File: src/rtl/dec5to20_rx.sv
// Receive side of the 20-to-5 priority encoder link: synchronizes code/strobe,
// debounces them, and turns each stable event into a registered one-hot line,
// a valid/err pulse and a saturating event count.
// Optional build macro: DEC5TO20_PULSE_OUT_EN makes onehot_out a one-cycle pulse
// coincident with valid (clr then has no effect on it); otherwise the last legal
// code is latched.
module dec5to20_rx #(
  parameter int unsigned NUM_OUT         = 20,
  parameter int unsigned CODE_W          = 5,
  parameter int unsigned DEBOUNCE_CYCLES = 4,
  parameter int unsigned CNT_W           = 8
) (
  input  logic               clk,
  input  logic               nrst,
  input  logic [CODE_W-1:0]  code_in,
  input  logic               strobe_in,
  input  logic               clr,
  output logic [NUM_OUT-1:0] onehot_out,
  output logic               valid,
  output logic               err,
  output logic               busy,
  output logic [CNT_W-1:0]   event_cnt
);

  localparam int unsigned      DbW    = (DEBOUNCE_CYCLES > 2) ? $clog2(DEBOUNCE_CYCLES) : 1;
  localparam logic [DbW-1:0]   DbLast = DbW'(DEBOUNCE_CYCLES - 1);
  localparam logic [CODE_W:0]  NumOut = (CODE_W + 1)'(NUM_OUT);

  typedef enum logic [1:0] {StIdle, StDebounce, StHold} state_e;

  logic              strobe_s1_q, strobe_s2_q;
  logic [CODE_W-1:0] code_s1_q, code_s2_q;
  logic [1:0]        fill_q;

  state_e            state_q, state_d;
  logic [DbW-1:0]    cnt_q, cnt_d;
  logic [CODE_W-1:0] cap_q, cap_d;
  logic              arm_q, arm_d;
  logic [NUM_OUT-1:0] onehot_q, onehot_d;
  logic              valid_q, valid_d;
  logic              err_q, err_d;
  logic [CNT_W-1:0]  event_cnt_q, event_cnt_d;

  logic              accept;
  logic              legal;
  logic [NUM_OUT-1:0] dec;

  // Two-flop synchronizers; fill_q marks when the second stage holds a real sample.
  always_ff @(posedge clk or negedge nrst) begin
    if (!nrst) begin
      strobe_s1_q <= 1'b0;
      strobe_s2_q <= 1'b0;
      code_s1_q   <= '0;
      code_s2_q   <= '0;
      fill_q      <= '0;
    end else begin
      strobe_s1_q <= strobe_in;
      strobe_s2_q <= strobe_s1_q;
      code_s1_q   <= code_in;
      code_s2_q   <= code_s1_q;
      fill_q      <= {fill_q[0], 1'b1};
    end
  end

  // Debounce FSM next state; arm_q forces a fresh strobe assertion after reset.
  always_comb begin
    state_d = state_q;
    cnt_d   = cnt_q;
    cap_d   = cap_q;
    arm_d   = arm_q;
    accept  = 1'b0;
    if (fill_q[1] && !strobe_s2_q) arm_d = 1'b1;
    unique case (state_q)
      StIdle: begin
        if (strobe_s2_q && arm_q) begin
          cap_d   = code_s2_q;
          cnt_d   = DbW'(1);
          state_d = StDebounce;
        end
      end
      StDebounce: begin
        if (!strobe_s2_q || (code_s2_q != cap_q)) begin
          cnt_d   = '0;
          state_d = StIdle;
        end else if (cnt_q == DbLast) begin
          accept  = 1'b1;
          cnt_d   = '0;
          state_d = StHold;
        end else begin
          cnt_d = cnt_q + DbW'(1);
        end
      end
      StHold: begin
        if (!strobe_s2_q) state_d = StIdle;
      end
      default: state_d = StIdle;
    endcase
  end

  // Output next state; an accept on the same edge as clr takes priority.
  always_comb begin
    legal   = ({1'b0, cap_q} < NumOut);
    dec     = NUM_OUT'(1) << cap_q;
    valid_d = accept && legal;
    err_d   = accept && !legal;
`ifdef DEC5TO20_PULSE_OUT_EN
    onehot_d = valid_d ? dec : '0;
`else
    onehot_d = onehot_q;
    if (clr) onehot_d = '0;
    if (valid_d) onehot_d = dec;
`endif
    event_cnt_d = event_cnt_q;
    if (clr) event_cnt_d = '0;
    if (valid_d) begin
      if (clr) event_cnt_d = CNT_W'(1);
      else if (!(&event_cnt_q)) event_cnt_d = event_cnt_q + CNT_W'(1);
    end
  end

  // State and output registers.
  always_ff @(posedge clk or negedge nrst) begin
    if (!nrst) begin
      state_q     <= StIdle;
      cnt_q       <= '0;
      cap_q       <= '0;
      arm_q       <= 1'b0;
      onehot_q    <= '0;
      valid_q     <= 1'b0;
      err_q       <= 1'b0;
      event_cnt_q <= '0;
    end else begin
      state_q     <= state_d;
      cnt_q       <= cnt_d;
      cap_q       <= cap_d;
      arm_q       <= arm_d;
      onehot_q    <= onehot_d;
      valid_q     <= valid_d;
      err_q       <= err_d;
      event_cnt_q <= event_cnt_d;
    end
  end

  assign onehot_out = onehot_q;
  assign valid      = valid_q;
  assign err        = err_q;
  assign event_cnt  = event_cnt_q;
  assign busy       = (state_q != StIdle);

endmodule
File: config.mk
export PLATFORM = sky130hd
export DESIGN_NAME = dec5to20_rx
export DESIGN_NICKNAME = d
export VERILOG_FILES = /design/src/rtl/dec5to20_rx.sv
export SDC_FILE = /design/constraint.sdc
export NUM_CORES = 1
export LEC_CHECK = 0
export BUFFER_PORTS_ARGS = -buffer_cell sky130_fd_sc_hd__buf_2
export CAP_MARGIN = 20
export CORE_MARGIN = 1
export CORE_UTILIZATION = 45
export DETAILED_ROUTE_END_ITERATION = 16
export HOLD_SLACK_MARGIN = 0.1
export PLACE_DENSITY_LB_ADDON = 0.08
export SETUP_SLACK_MARGIN = 0.02
export SYNTH_ARGS = -nofsm -noshare
export SYNTH_HDL_FRONTEND = slang
export SYNTH_SLANG_ARGS = --single-unit
File: constraint.sdc
create_clock -name clk -period 1.84 [get_ports clk]
set_input_delay 0.092 -clock clk [delete_from_list [all_inputs] [get_ports clk]]
set_output_delay 0.092 -clock clk [all_outputs]
set_load 0.005 [all_outputs]
* Yosys cells after proc, flatten, opt, wreduce, memory -nomap -nowiden *
Cells that the tools add are included.

storage, ports and cells
  word-level logic and storage cells = 56
  flip-flop bits (word level) = 54

cells by class
  reduce and logical (&&, ||, !) cells = 15
  shifts and indexed selects = 1
  $lt $le $gt $ge = 1
  add/subtract/negate cells = 2
  eq/ne operators = 7
  muxes and demuxes = 17

operators with widths
  cell                  count
  $mux 20               2
  $mux 8                4
  $shl 1x5->20 const A  1
  $mux 2                6
  $add 8x1->8 const B   1
  $reduce_and 8->1      1
  $pmux 2 s3            1
  $reduce_bool 2->1     3
  $lt 5x5->1 const B    1
  $ne 5x5->1            1
  $eq 2x2->1 const B    2
  $logic_and 1x1->1     4
  $ne 2x2->1 const B    2
  $pmux 2 s2            1
  $reduce_and 2->1      2
  $mux 1                3
  $ne 3x3->1 const B    1
  $reduce_and 3->1      1
  $add 2x1->2 const B   1
  $eq 2x1->1 const B    1
  $logic_not 1->1       2
  $logic_not 2->1       1
  $logic_or 1x1->1      1

* Logic depth before layout (Yosys ltp) *
  depth after elaboration = 6
  depth in mapped cells = 7
  mapped depth without buffers = 5

* Least setup slack after synthesis *
No wires, ideal clock.

  path type = reg2reg
  start = register cnt_q[0]
  end = register event_cnt_q[3], in the netlist event_cnt[3]
  arrival time = 1885 ps
  setup time = 128 ps
  clock period less this slack = 2012 ps
  path buffers = 1
  required time = 1712 ps
  setup slack = -172 ps
  cell stages (with the launch flop) = 7
  cells stage by stage = dfrtp_1 ha_1 inv_1 or4b_1 buf_2 nor4_1 mux2_1

between the ends
  word-level cells in the longest chain between the ends = 6

ends and longest elaborated chain
  item                      RTL line  text
  from (decl)               36        logic [DbW-1:0] cnt_q, cnt_d;
  from (signal assigned)    134       cnt_q <= cnt_d;
  $eq 2x2->1                85        end else if (cnt_q == DbLast) begin
  $mux 1                    85
  $mux 1                    82        if (!strobe_s2_q || (code_s2_q != cap_q)) begin
  $mux 1                    73        unique case (state_q)
  $logic_and 1x1->1         104       valid_d = accept && legal;
  $mux 8                    115       if (valid_d) begin
  named net event_cnt_d[3]  42        logic [CNT_W-1:0] event_cnt_q, event_cnt_d;
  to (signal assigned)      140       event_cnt_q <= event_cnt_d;
  to (decl)                 42

The timed path passes the listed nets, and every way through them passes these cells.
A chain may end at the register's enable or synchronous reset.

* Final worst setup path *
  start = register cnt_q[1]
  end = register event_cnt_q[5], in the netlist event_cnt[5]

Same word-level chain as after synthesis.

==> results.md <==
- Top-area cell type share of the netlist area: 58.25%
- # rows: 25
- Sw frac: 27.26%
- Post-synth EDFFs: 0
- Leakage: 0.001372 uW
- Max clock buf depth: 2
- NumNets Final: 271
- YS warnings: 0
- Layout area overhead: 28.16%
- Logic pwr share: 15.0%
- Vias in the first global route: 1668
- NetSw: 628.4 uW
- Clock Power Share: 30.0%
- Commonest cells post-synth: 54 x dfrtp_1, 14 x nand2b_1, 13 x o2bb2ai_1
- Fin. max-slew vios: 0
- R2R Setup Slk: -80 ps
- Worst flop-to-flop path startpoint: cnt_q[1]
- XOR/XNOR share of the synthesized area: 1.888%
- Fillcell total: 395
- Reg area: 1351 um^2
- Height of the die: 73.80 um
- Sequential power share: 55.0%
- Worst hold start: clr
- Initial antenna violation count: 0
- Crit Path Category: reg -> reg
- Adder and majority gate portion of the synthesized area: 1.079%
- CP max FO: 6
- RD Place Congestion: 0.7962
- I/O Pins: 40
- Slowest stage delay, CP: 590 ps
- WP data required: 2040 ps
- Ratio of cells with drive above 1 in the final layout: 33.33%
- Slowest cell on crit path: or4b_4
- Hold/Removal Path Class: in -> reg
- CORE AREA: 4848 um^2
- Mux cell area share after synthesis: 8.252%
- Top-count cell post-synth: dfrtp_1
- WP data arrival: 2120 ps
- CTS tree: done
- Violation count after the first detailed-routing iteration: 59
- Max Cap Violations: 0
- Dpl hpwl: 3321 um
- Largest net degree at the start of global routing: 30
- Crit end category: flop
- Failing checks: setup timing
- Fin cells: 328
- Vias: 1699
- #FFs+latches synth: 54
- Synth Area in Compound Gates: 8.576%
- Number of port buffers: 39
- Setup WS post-layout: -80.58 ps
- Main combinational cell family by area after synthesis: simple AND/OR/NAND/NOR gates
- DIE AREA: 5446 um^2
- Worst rel slew slack: 59.57%
- Initial Utilization: 47.85%
- Die W: 73.80 um
- Worst Setup Start Kind: flop
- Syn Area/Cell: 11.72 um^2
- Core Util, Final: 61.32%
- RSZ-0062 raised after global routing: yes
- Cell area after synthesis: 2320 um^2
- First-pass GRT wire length: 7479 um
- Final hold violation count: 0
- Status: finished with violations
- Part of the cycle the worst path needs: 104.4%
- CTS sink cnt: 54
- Hold Path End: event_cnt[4]
- Total GRT Usage: 18.38%
- Final hold slack: 223.5 ps
- Syn Inst Count: 198
- Power Internal: 1677 uW
- Ys flop type: dfrtp_1
- R2R depth: 5
- Dpl cells: 309
- Total power: 2305 uW
- Worst-path clk slew: 100 ps
- TritonCTS Buffers: 5
- Worst flop-to-flop path endpoint: event_cnt[5]
- F_max: 0.5207 GHz
- Synth top area cells: dfrtp_1 58%, o2bb2ai_1 4.9%, mux2i_1 3.9%
- CTS H-tree depth: 2
- # diodes: 0
- Final setup viols: 4
- Cell-by-cell trace of the critical path: ha_4 -> inv_2 -> or4b_4 -> nor4_2 -> mux2_1
- Worst slew pin tran: 606.5 ps
- Unique masters post-synth: 41
- Via/cell ratio: 5.180
- Async SR Flop Fraction: 100.0%
- Layout Skew: 8.907 ps
- Clock latency on the worst-skew pair: 310 ps
- Clock root cell: clkbuf_8
- Routed Wire Length: 4580 um
- Syn nets: 209
- WL per Instance: 13.96 um
- Fin crit period: 1921 ps
- Seq/Total Area, Yosys: 58.25%
- Worst ir drop on vdd: 0.6105 mV
- Area of the multi-input gates: 974.7 um^2
- Hold Crit Depth: 2
- Area leader, netlist: dfrtp_1
- DRC viols: 0
- PD cells: 775.4 nW/um^2
- Drt pass-1 iters: 4
- Antenna viol nets, final: 0
- GRT overflow: 0
- Post-synthesis simple-gate area fraction: 18.45%
## cells by family after synthesis
| family | Yosys count |
|---|---|
| buf+inv | 17 |
| xor+xnor | 5 |
| simple gates | 76 |
| other cells | 1 |
| fa+ha+maj | 2 |
| flops | 54 |
| mux | 18 |
| compound gates | 25 |
## through the flow
stage / setup slack [ps] / setup TNS [ps] / instance area [um^2]
after CTS: -87.94 / -197.9 / 2912
final: -80.58 / -144.2 / 2973
after global placement: -114.7 / -1697 / 2718
after floorplan: -64.56 / -127.3 / 2364
after global routing: -144.0 / -547.2 / 2973
after detailed placement: -209.4 / -2753 / 2718
## cell type report
class	instances	area share, %
clock buffers	5	2.315
well taps	67	2.820
multi-input cells	127	32.79
clock inverters	3	0.9680
repair buffers	67	15.03
flip-flops and latches	54	45.45
inverters	5	0.6313
## what timing repair did
action / 4_1_cts / 5_1_grt
resized for setup: 5 / 8
setup endpoints to repair: 26 / 23
gates cloned: 1 / 0
hold buffers: 7 / 0
hold endpoints to repair: 31 / 0
buffers inserted: 0 / 3
pin swaps: 1 / 2
## routing by layer
metal  global-route usage (%)  part of all wire [%]
met1                    23.04                    45
met2                    31.29                    50
met3                    4.115                   3.2
met4                    6.197                   1.2
met5                        0                     0
## flip-flops by register name, summed over array words and instances (netlist names)
| signal | cells |
|---|---|
| onehot_out | 20 |
| event_cnt | 8 |
| cap_q | 5 |
| code_s1_q | 5 |
| code_s2_q | 5 |
| cnt_q | 2 |
| fill_q | 2 |
| state_q | 2 |
| arm_q | 1 |
| err | 1 |
| strobe_s1_q | 1 |
| strobe_s2_q | 1 |
| valid | 1 |
## critical path: cells and delay by family (launching register included)
kind | cells | cell delay [ps]
flip-flops | 1 | 420
buffers and inverters | 1 | 30
adder cells (fa/ha/maj) | 1 | 160
AND/OR/NAND/NOR | 2 | 840
multiplexers | 1 | 350
## power groups by stage
stage               combinational (uW)  clock [uW]  sequential, uW
finish                             346         690            1270
global route                       382         768            1280
CTS                                330         720            1270
detailed placement                 315           0            1290
global placement                   305           0            1290
floorplan                          203           0            1270
## worst max path at each step
stage | start | end | slack [ps] | cells after the start
floorplan | cnt_q[0] | event_cnt[2] | -60 | 6
global placement | cnt_q[1] | event_cnt[2] | -110 | 5
detailed placement | cap_q[3] | onehot_out[19] | -210 | 5
CTS | cnt_q[1] | event_cnt[5] | -90 | 5
global route | cnt_q[1] | event_cnt[5] | -140 | 5
finish | cnt_q[1] | event_cnt[5] | -80 | 5
## layout by cell type (no fill, tap or decap), drive strengths merged, types with 5 or more instances in the layout
master,Yosys,routed
buf,6,60
mux2,9,9
nand2b,14,14
nor2b,6,6
nand2,11,11
dfrtp,54,54
mux2i,9,9
dlygate4sd3,0,7
nor2,11,11
o2bb2ai,13,13
nand3,9,9
clkbuf,6,5
inv,5,6
Note: power is estimated with default switching activity, not from simulation.
